<file path="src/rtl/video_frame_source_pkg.sv">
// Shared types for the camera-to-Avalon-ST video frame source.
// FSM state encoding, FIFO entry layout and the pad beat used to close frames.
package video_frame_source_pkg;

    typedef enum logic [1:0] {
        S_IDLE,
        S_STREAM,
        S_FLUSH,
        S_DROP
    } state_t;

    typedef struct packed {
        logic [23:0] data;
        logic        sop;
        logic        eop;
    } beat_t;

    localparam int BEAT_W = $bits(beat_t);

    localparam beat_t PAD_BEAT = '{data: 24'h0, sop: 1'b0, eop: 1'b1};

    localparam logic [7:0] PATTERN_TAG = 8'hA5;

endpackage

</file>
<file path="src/rtl/video_sync_fifo.sv">
// Synchronous FIFO with full/empty flags and same-cycle push/pop.
// Read data is the head entry, valid whenever the FIFO is not empty.
module video_sync_fifo #(
    parameter int DEPTH = 16,
    parameter int W     = 26
) (
    input  logic         i_clk,
    input  logic         i_rst_n,
    input  logic         i_push,
    input  logic [W-1:0] i_wdata,
    input  logic         i_pop,
    output logic [W-1:0] o_rdata,
    output logic         o_full,
    output logic         o_empty
);

    localparam int AW = $clog2(DEPTH);

    logic [AW:0]  r_wptr;
    logic [AW:0]  r_rptr;
    logic [W-1:0] r_mem [DEPTH];

    assign o_empty = (r_wptr == r_rptr);
    assign o_full  = (r_wptr[AW] != r_rptr[AW]) &&
                     (r_wptr[AW-1:0] == r_rptr[AW-1:0]);
    assign o_rdata = r_mem[r_rptr[AW-1:0]];

    always_ff @(posedge i_clk) begin
        if (i_push) begin
            r_mem[r_wptr[AW-1:0]] <= i_wdata;
        end
    end

    always_ff @(posedge i_clk or negedge i_rst_n) begin
        if (!i_rst_n) begin
            r_wptr <= '0;
            r_rptr <= '0;
        end else begin
            if (i_push) begin
                r_wptr <= r_wptr + {{AW{1'b0}}, 1'b1};
            end
            if (i_pop) begin
                r_rptr <= r_rptr + {{AW{1'b0}}, 1'b1};
            end
        end
    end

endmodule

</file>
<file path="src/rtl/video_frame_source.sv">
// Camera pixel stream to Avalon-ST frame packets with pad-EOP recovery.
// Define VIDEO_FRAME_SOURCE_TEST_PATTERN_EN to add the pattern_en test pattern.
module video_frame_source
    import video_frame_source_pkg::*;
#(
    parameter int WIDTH      = 320,
    parameter int HEIGHT     = 240,
    parameter int FIFO_DEPTH = 16
) (
    input  logic        clk_clk,
    input  logic        reset_reset_n,
    input  logic        pix_fv,
    input  logic        pix_valid,
    input  logic [23:0] pix_data,
    output logic [23:0] src_data,
    output logic        src_startofpacket,
    output logic        src_endofpacket,
    output logic        src_valid,
    input  logic        src_ready,
`ifdef VIDEO_FRAME_SOURCE_TEST_PATTERN_EN
    input  logic        pattern_en,
`endif
    input  logic        stat_clear,
    output logic        overflow,
    output logic [15:0] frame_count
);

    localparam logic [15:0] X_LAST = 16'(WIDTH - 1);
    localparam logic [15:0] Y_LAST = 16'(HEIGHT - 1);

    state_t      r_state;
    state_t      w_state_nxt;
    logic        r_fv_d;
    logic [15:0] r_x;
    logic [15:0] r_y;
    beat_t       r_out;
    logic        r_valid;
    logic        r_ovf;
    logic [15:0] r_fc;

    logic        w_rise;
    logic        w_first;
    logic        w_last;
    logic [23:0] w_pix_data;
    beat_t       w_pix_beat;
    beat_t       w_wbeat;
    beat_t       w_head;
    logic        w_push;
    logic        w_pop;
    logic        w_full;
    logic        w_empty;
    logic        w_can_push;
    logic        w_ovf_set;
    logic        w_adv;
    logic        w_clr;

    assign w_rise  = pix_fv && !r_fv_d;
    assign w_first = (r_x == '0) && (r_y == '0);
    assign w_last  = (r_x == X_LAST) && (r_y == Y_LAST);

`ifdef VIDEO_FRAME_SOURCE_TEST_PATTERN_EN
    assign w_pix_data = pattern_en ? {r_x[7:0], r_y[7:0], PATTERN_TAG}
                                   : pix_data;
`else
    assign w_pix_data = pix_data;
`endif

    assign w_pix_beat = {w_pix_data, w_first, w_last};
    assign w_pop      = (!r_valid || src_ready) && !w_empty;
    assign w_can_push = !w_full || w_pop;

    video_sync_fifo #(
        .DEPTH (FIFO_DEPTH),
        .W     (BEAT_W)
    ) u_fifo (
        .i_clk   (clk_clk),
        .i_rst_n (reset_reset_n),
        .i_push  (w_push),
        .i_wdata (w_wbeat),
        .i_pop   (w_pop),
        .o_rdata (w_head),
        .o_full  (w_full),
        .o_empty (w_empty)
    );

    always_comb begin
        w_state_nxt = r_state;
        w_push      = 1'b0;
        w_wbeat     = w_pix_beat;
        w_ovf_set   = 1'b0;
        w_adv       = 1'b0;
        w_clr       = 1'b0;
        case (r_state)
            S_IDLE: begin
                if (w_rise) begin
                    w_state_nxt = S_STREAM;
                    w_clr       = 1'b1;
                end
            end
            S_STREAM: begin
                if (pix_fv && pix_valid) begin
                    if (w_can_push) begin
                        w_push = 1'b1;
                        w_adv  = 1'b1;
                        if (w_last) begin
                            w_state_nxt = S_DROP;
                        end
                    end else begin
                        w_ovf_set   = 1'b1;
                        w_state_nxt = S_FLUSH;
                    end
                end else if (!pix_fv) begin
                    w_state_nxt = S_FLUSH;
                end
            end
            S_FLUSH: begin
                if (w_can_push) begin
                    w_push      = 1'b1;
                    w_wbeat     = PAD_BEAT;
                    w_state_nxt = S_DROP;
                end
            end
            S_DROP: begin
                if (!pix_fv) begin
                    w_state_nxt = S_IDLE;
                end
            end
            default: w_state_nxt = S_IDLE;
        endcase
    end

    // r_fv_d resets high so a frame already in progress at reset release is skipped
    always_ff @(posedge clk_clk or negedge reset_reset_n) begin
        if (!reset_reset_n) begin
            r_state <= S_IDLE;
            r_fv_d  <= 1'b1;
            r_x     <= '0;
            r_y     <= '0;
        end else begin
            r_state <= w_state_nxt;
            r_fv_d  <= pix_fv;
            if (w_clr) begin
                r_x <= '0;
                r_y <= '0;
            end else if (w_adv) begin
                if (r_x == X_LAST) begin
                    r_x <= '0;
                    r_y <= (r_y == Y_LAST) ? '0 : r_y + 16'd1;
                end else begin
                    r_x <= r_x + 16'd1;
                end
            end
        end
    end

    always_ff @(posedge clk_clk or negedge reset_reset_n) begin
        if (!reset_reset_n) begin
            r_out   <= '0;
            r_valid <= 1'b0;
            r_ovf   <= 1'b0;
            r_fc    <= '0;
        end else begin
            if (!r_valid || src_ready) begin
                r_valid <= !w_empty;
                if (!w_empty) begin
                    r_out <= w_head;
                end
            end
            if (w_ovf_set) begin
                r_ovf <= 1'b1;
            end else if (stat_clear) begin
                r_ovf <= 1'b0;
            end
            if (r_valid && src_ready && r_out.eop) begin
                r_fc <= r_fc + 16'd1;
            end
        end
    end

    assign src_data          = r_out.data;
    assign src_startofpacket = r_out.sop;
    assign src_endofpacket   = r_out.eop;
    assign src_valid         = r_valid;
    assign overflow          = r_ovf;
    assign frame_count       = r_fc;

endmodule

</file>
<file path="config.mk">
export PLATFORM = sky130hd
export DESIGN_NAME = video_frame_source
export DESIGN_NICKNAME = d
export VERILOG_FILES = /design/src/rtl/video_frame_source_pkg.sv /design/src/rtl/video_sync_fifo.sv /design/src/rtl/video_frame_source.sv
export SDC_FILE = /design/constraint.sdc
export NUM_CORES = 1
export LEC_CHECK = 0
export ABC_AREA = 0
export BUFFER_PORTS_ARGS = -buffer_cell sky130_fd_sc_hd__buf_2
export CAP_MARGIN = 20
export CORE_MARGIN = 2
export CORE_UTILIZATION = 32
export DETAILED_ROUTE_END_ITERATION = 8
export HOLD_SLACK_MARGIN = 0.03
export PLACE_DENSITY = 0.54
export RECOVER_POWER = 100
export SLEW_MARGIN = 15
export SYNTH_ARGS = -nofsm -noshare
export SYNTH_HDL_FRONTEND = slang
export SYNTH_SLANG_ARGS = --single-unit
</file>
<file path="constraint.sdc">
create_clock -name clk_clk -period 4.45 [get_ports clk_clk]
set_input_delay 0.2225 -clock clk_clk [delete_from_list [all_inputs] [get_ports clk_clk]]
set_output_delay 0.2225 -clock clk_clk [all_outputs]
set_load 0.005 [all_outputs]
</file>
==> flow_metrics.tcl <==
set metrics [dict create \
    status "finished with violations" \
    failed_checks "capacitance limit, slew limit" \
    synth_cell_types 60 \
    ir_worst_vdd_mv 0.428 \
    crit_arrival_ps 3800 \
    die_w_um 257 \
    place_area_um2 21800 \
    wl_per_cell_um 23.4 \
    fin_area_um2 23600 \
    ant_nets 0 \
    initial_utilization_pct 32.4 \
    cts_max_level 2 \
    dp_slack_ps 1250 \
    clock_latency_ps 620 \
    cts_root_buffer "clkbuf_16" \
    placeableCoreArea_um2 63300 \
    drt-total-wl_um 47500 \
    seq_power_share_pct 42.8 \
    report.final.slew_viol_count 62 \
    fillers 5891 \
    cts_made_buffers 52 \
    cts_tree "yes" \
    finalWorstSetupSlack_ps 921 \
    numClockSinks 505 \
    hp-class "primary input to flip-flop" \
    end_kind "flip-flop" \
    p_leak_uw 0.00778 \
    routed_via_density 5.10 \
    p_sw_uw 4350 \
    yosysWarnings 0 \
    rr_worst_depth 6 \
    grt-busiest-layer "met2" \
    p_total_uw 14900 \
    netlist.area_leader.share_pct 60.8 \
    tightestPinTransition_ps 2400 \
    synthCells 1047 \
    cap_violations 2 \
    synth_area_leaders "edfxtp_1, mux4_2, dfrtp_1" \
    synthArstFlopShare_pct 17.6 \
    vias 10400 \
    synth_edf_count 416 \
    drtIter0Drc 911 \
    grt_use_met1_pct 20.6 \
    antenna_cells 0 \
    postCtsSetupBuffers 0 \
    die_h_um 257 \
    final_nets 1184 \
    crit_path_start_kind "flip-flop" \
    yosys_most_used_dff "edfxtp_1" \
    syn-num-nets 1091 \
    yosysSeqAreaShare_pct 71.7 \
    grt_overflow 0 \
    portBuffers 73 \
    cp_max_fo 18 \
    setup_tns_ps 0 \
    area_delta_synth_final_pct 14.7 \
    cts.path.max_buffers 3 \
    grt_pass1_vias 10700 \
    synth_area_leader_cell "edfxtp_1" \
    cts_hold_buf 4 \
    setup_violations 0 \
    min_to "overflow$_DFFE_PN0P_" \
    grt_max_degree 108 \
    cp.required_ps 4720 \
    met3_usage_pct 2.98 \
    final_cells 2030 \
    post-route-period-util_pct 79.3 \
    die-area_um2 66200 \
    grtUsageMet2_pct 22.7 \
    synth_most_common_cell "edfxtp_1" \
    grt_use_total_pct 14.4 \
    sw_frac_of_total_pct 29.2 \
    max_freq_mhz 283 \
    pwr-share-clk_pct 31.2 \
    fin_skew_ps 39.3 \
    clkTransAtPathRegs_ps 60 \
    place_congestion 0.768 \
    syn_avg_cell_area_um2 19.6 \
    reg2reg_to "u_fifo.r_mem[15][17]$_DFFE_PP_" \
    hold_violations 0 \
    power_frac_comb_pct 26.0 \
    antenna_found_initial 0 \
    drive_above_1_share_pct 25.3 \
    min_period_ps 3530 \
    grt_pass1_wl_um 71000 \
    relSlewSlack_pct -59.7 \
    worstHoldStart "pix_valid" \
    dp_cells 1928 \
    powerDensity_nw_per_um2 634 \
    io_pins 74 \
    synth_area_um2 20500 \
    rsz0062_at_grt "false" \
    reg2reg_slack_ps 920 \
    dp_hpwl_um 25000 \
    dr.pass1.iters 7 \
    ctsResizeCount 0 \
    ys_ff_latch 505 \
    intPower_uw 10600 \
    yosys-top-cells-count "edfxtp_1, mux4_2, dfrtp_1" \
    r2r-start "u_fifo.r_rptr[0]$_DFFE_PN0P_" \
    num_rows 92 \
    min_path_cells 3 \
    drc_errors 0 \
    crit_type "flip-flop to flip-flop" \
]
## registers in the layout (all words and copies together), names as in the netlist
name	flops
frame_count	16
overflow	1
r_fv_d	1
r_state	2
r_x	16
r_y	16
src_data	24
src_endofpacket	1
src_startofpacket	1
src_valid	1
u_fifo.r_mem	416
u_fifo.r_rptr	5
u_fifo.r_wptr	5
## stage by stage
step                hold slack [ps]  util, %
detailed placement              392     34.5
global placement                384     34.5
CTS                            72.7     37.5
floorplan                     -73.1        -
global route                    137     37.2
finish                          120     37.2
## critical path, cell delays in order, from the launching register on
cell and delay [ps]:
dfrtp_4 650, xnor2_1 210, and4_1 290, a21oi_1 160
clkbuf_1 370, and4_1 1030, buf_4 460
## power groups by stage
stage | logic [uW] | clock network, uW | registers, uW
5_1_grt | 4240 | 4950 | 6450
4_1_cts | 4220 | 4760 | 6390
2_1_floorplan | 3150 | 0 | 6290
3_3_place_gp | 4170 | 0 | 6470
6_report | 3890 | 4650 | 6390
3_5_place_dp | 4220 | 0 | 6480
## final cells by class
cell class	count	area [um2]	share of cell area, %
Inverter	19	71.3	0.303
Multi-Input combinational cell	471	5370	22.8
Timing Repair Buffer	91	469	1.99
Sequential cell	505	14700	62.5
Tap cell	846	1060	4.49
Clock inverter	29	409	1.74
Clock buffer	69	1450	6.14
## layer usage
metal | up-vias | routed length (um)
li1 | 4481 | -
met4 | 0 | 762
met5 | - | 0
met1 | 5539 | 21700
met3 | 56 | 2510
met2 | 281 | 22400
## kinds of logic after synthesis
logic type | Yosys count | share of synthesized area, %
AO/OA/AOI/OAI | 81 | 2.88
XOR/XNOR | 29 | 1.24
adder cells (fa/ha/maj) | 14 | 0.853
buffers and inverters | 71 | 1.80
flip-flops | 505 | 71.7
multiplexers | 160 | 16.4
AND/OR/NAND/NOR | 187 | 5.18
## how the worst max path moves through the flow
stage,from,to,depth (start not counted)
floorplan,u_fifo.r_rptr[4]$_DFFE_PN0P_,u_fifo.r_mem[0][1]$_DFFE_PP_,4
detailed placement,u_fifo.r_rptr[0]$_DFFE_PN0P_,u_fifo.r_mem[2][5]$_DFFE_PP_,6
global route,r_state[1]$_DFFE_PN0P_,u_fifo.r_mem[15][17]$_DFFE_PP_,8
global placement,u_fifo.r_rptr[0]$_DFFE_PN0P_,u_fifo.r_mem[0][19]$_DFFE_PP_,6
finish,u_fifo.r_rptr[0]$_DFFE_PN0P_,u_fifo.r_mem[15][17]$_DFFE_PP_,6
CTS,u_fifo.r_rptr[0]$_DFFE_PN0P_,u_fifo.r_mem[2][22]$_DFFE_PP_,6
## cell usage in the layout, fill, tap and decap left out, drive strengths merged, types with 6 or more instances in the layout
| master | count |
|---|---|
| a21oi | 13 |
| a221o | 6 |
| a22o | 7 |
| and2 | 38 |
| and3 | 9 |
| and4 | 10 |
| buf | 51 |
| bufinv | 8 |
| clkbuf | 105 |
| clkinv | 17 |
| dfrtp | 88 |
| edfxtp | 416 |
| ha | 14 |
| inv | 21 |
| mux2 | 29 |
| mux4 | 130 |
| nand2 | 25 |
| nand3 | 23 |
| nand4 | 13 |
| nor2 | 19 |
| nor3 | 16 |
| nor4 | 9 |
| o21ai | 14 |
| o22ai | 7 |
| or4 | 7 |
| xnor2 | 19 |
| xor2 | 10 |
Note: power is estimated with default switching activity, not from simulation.
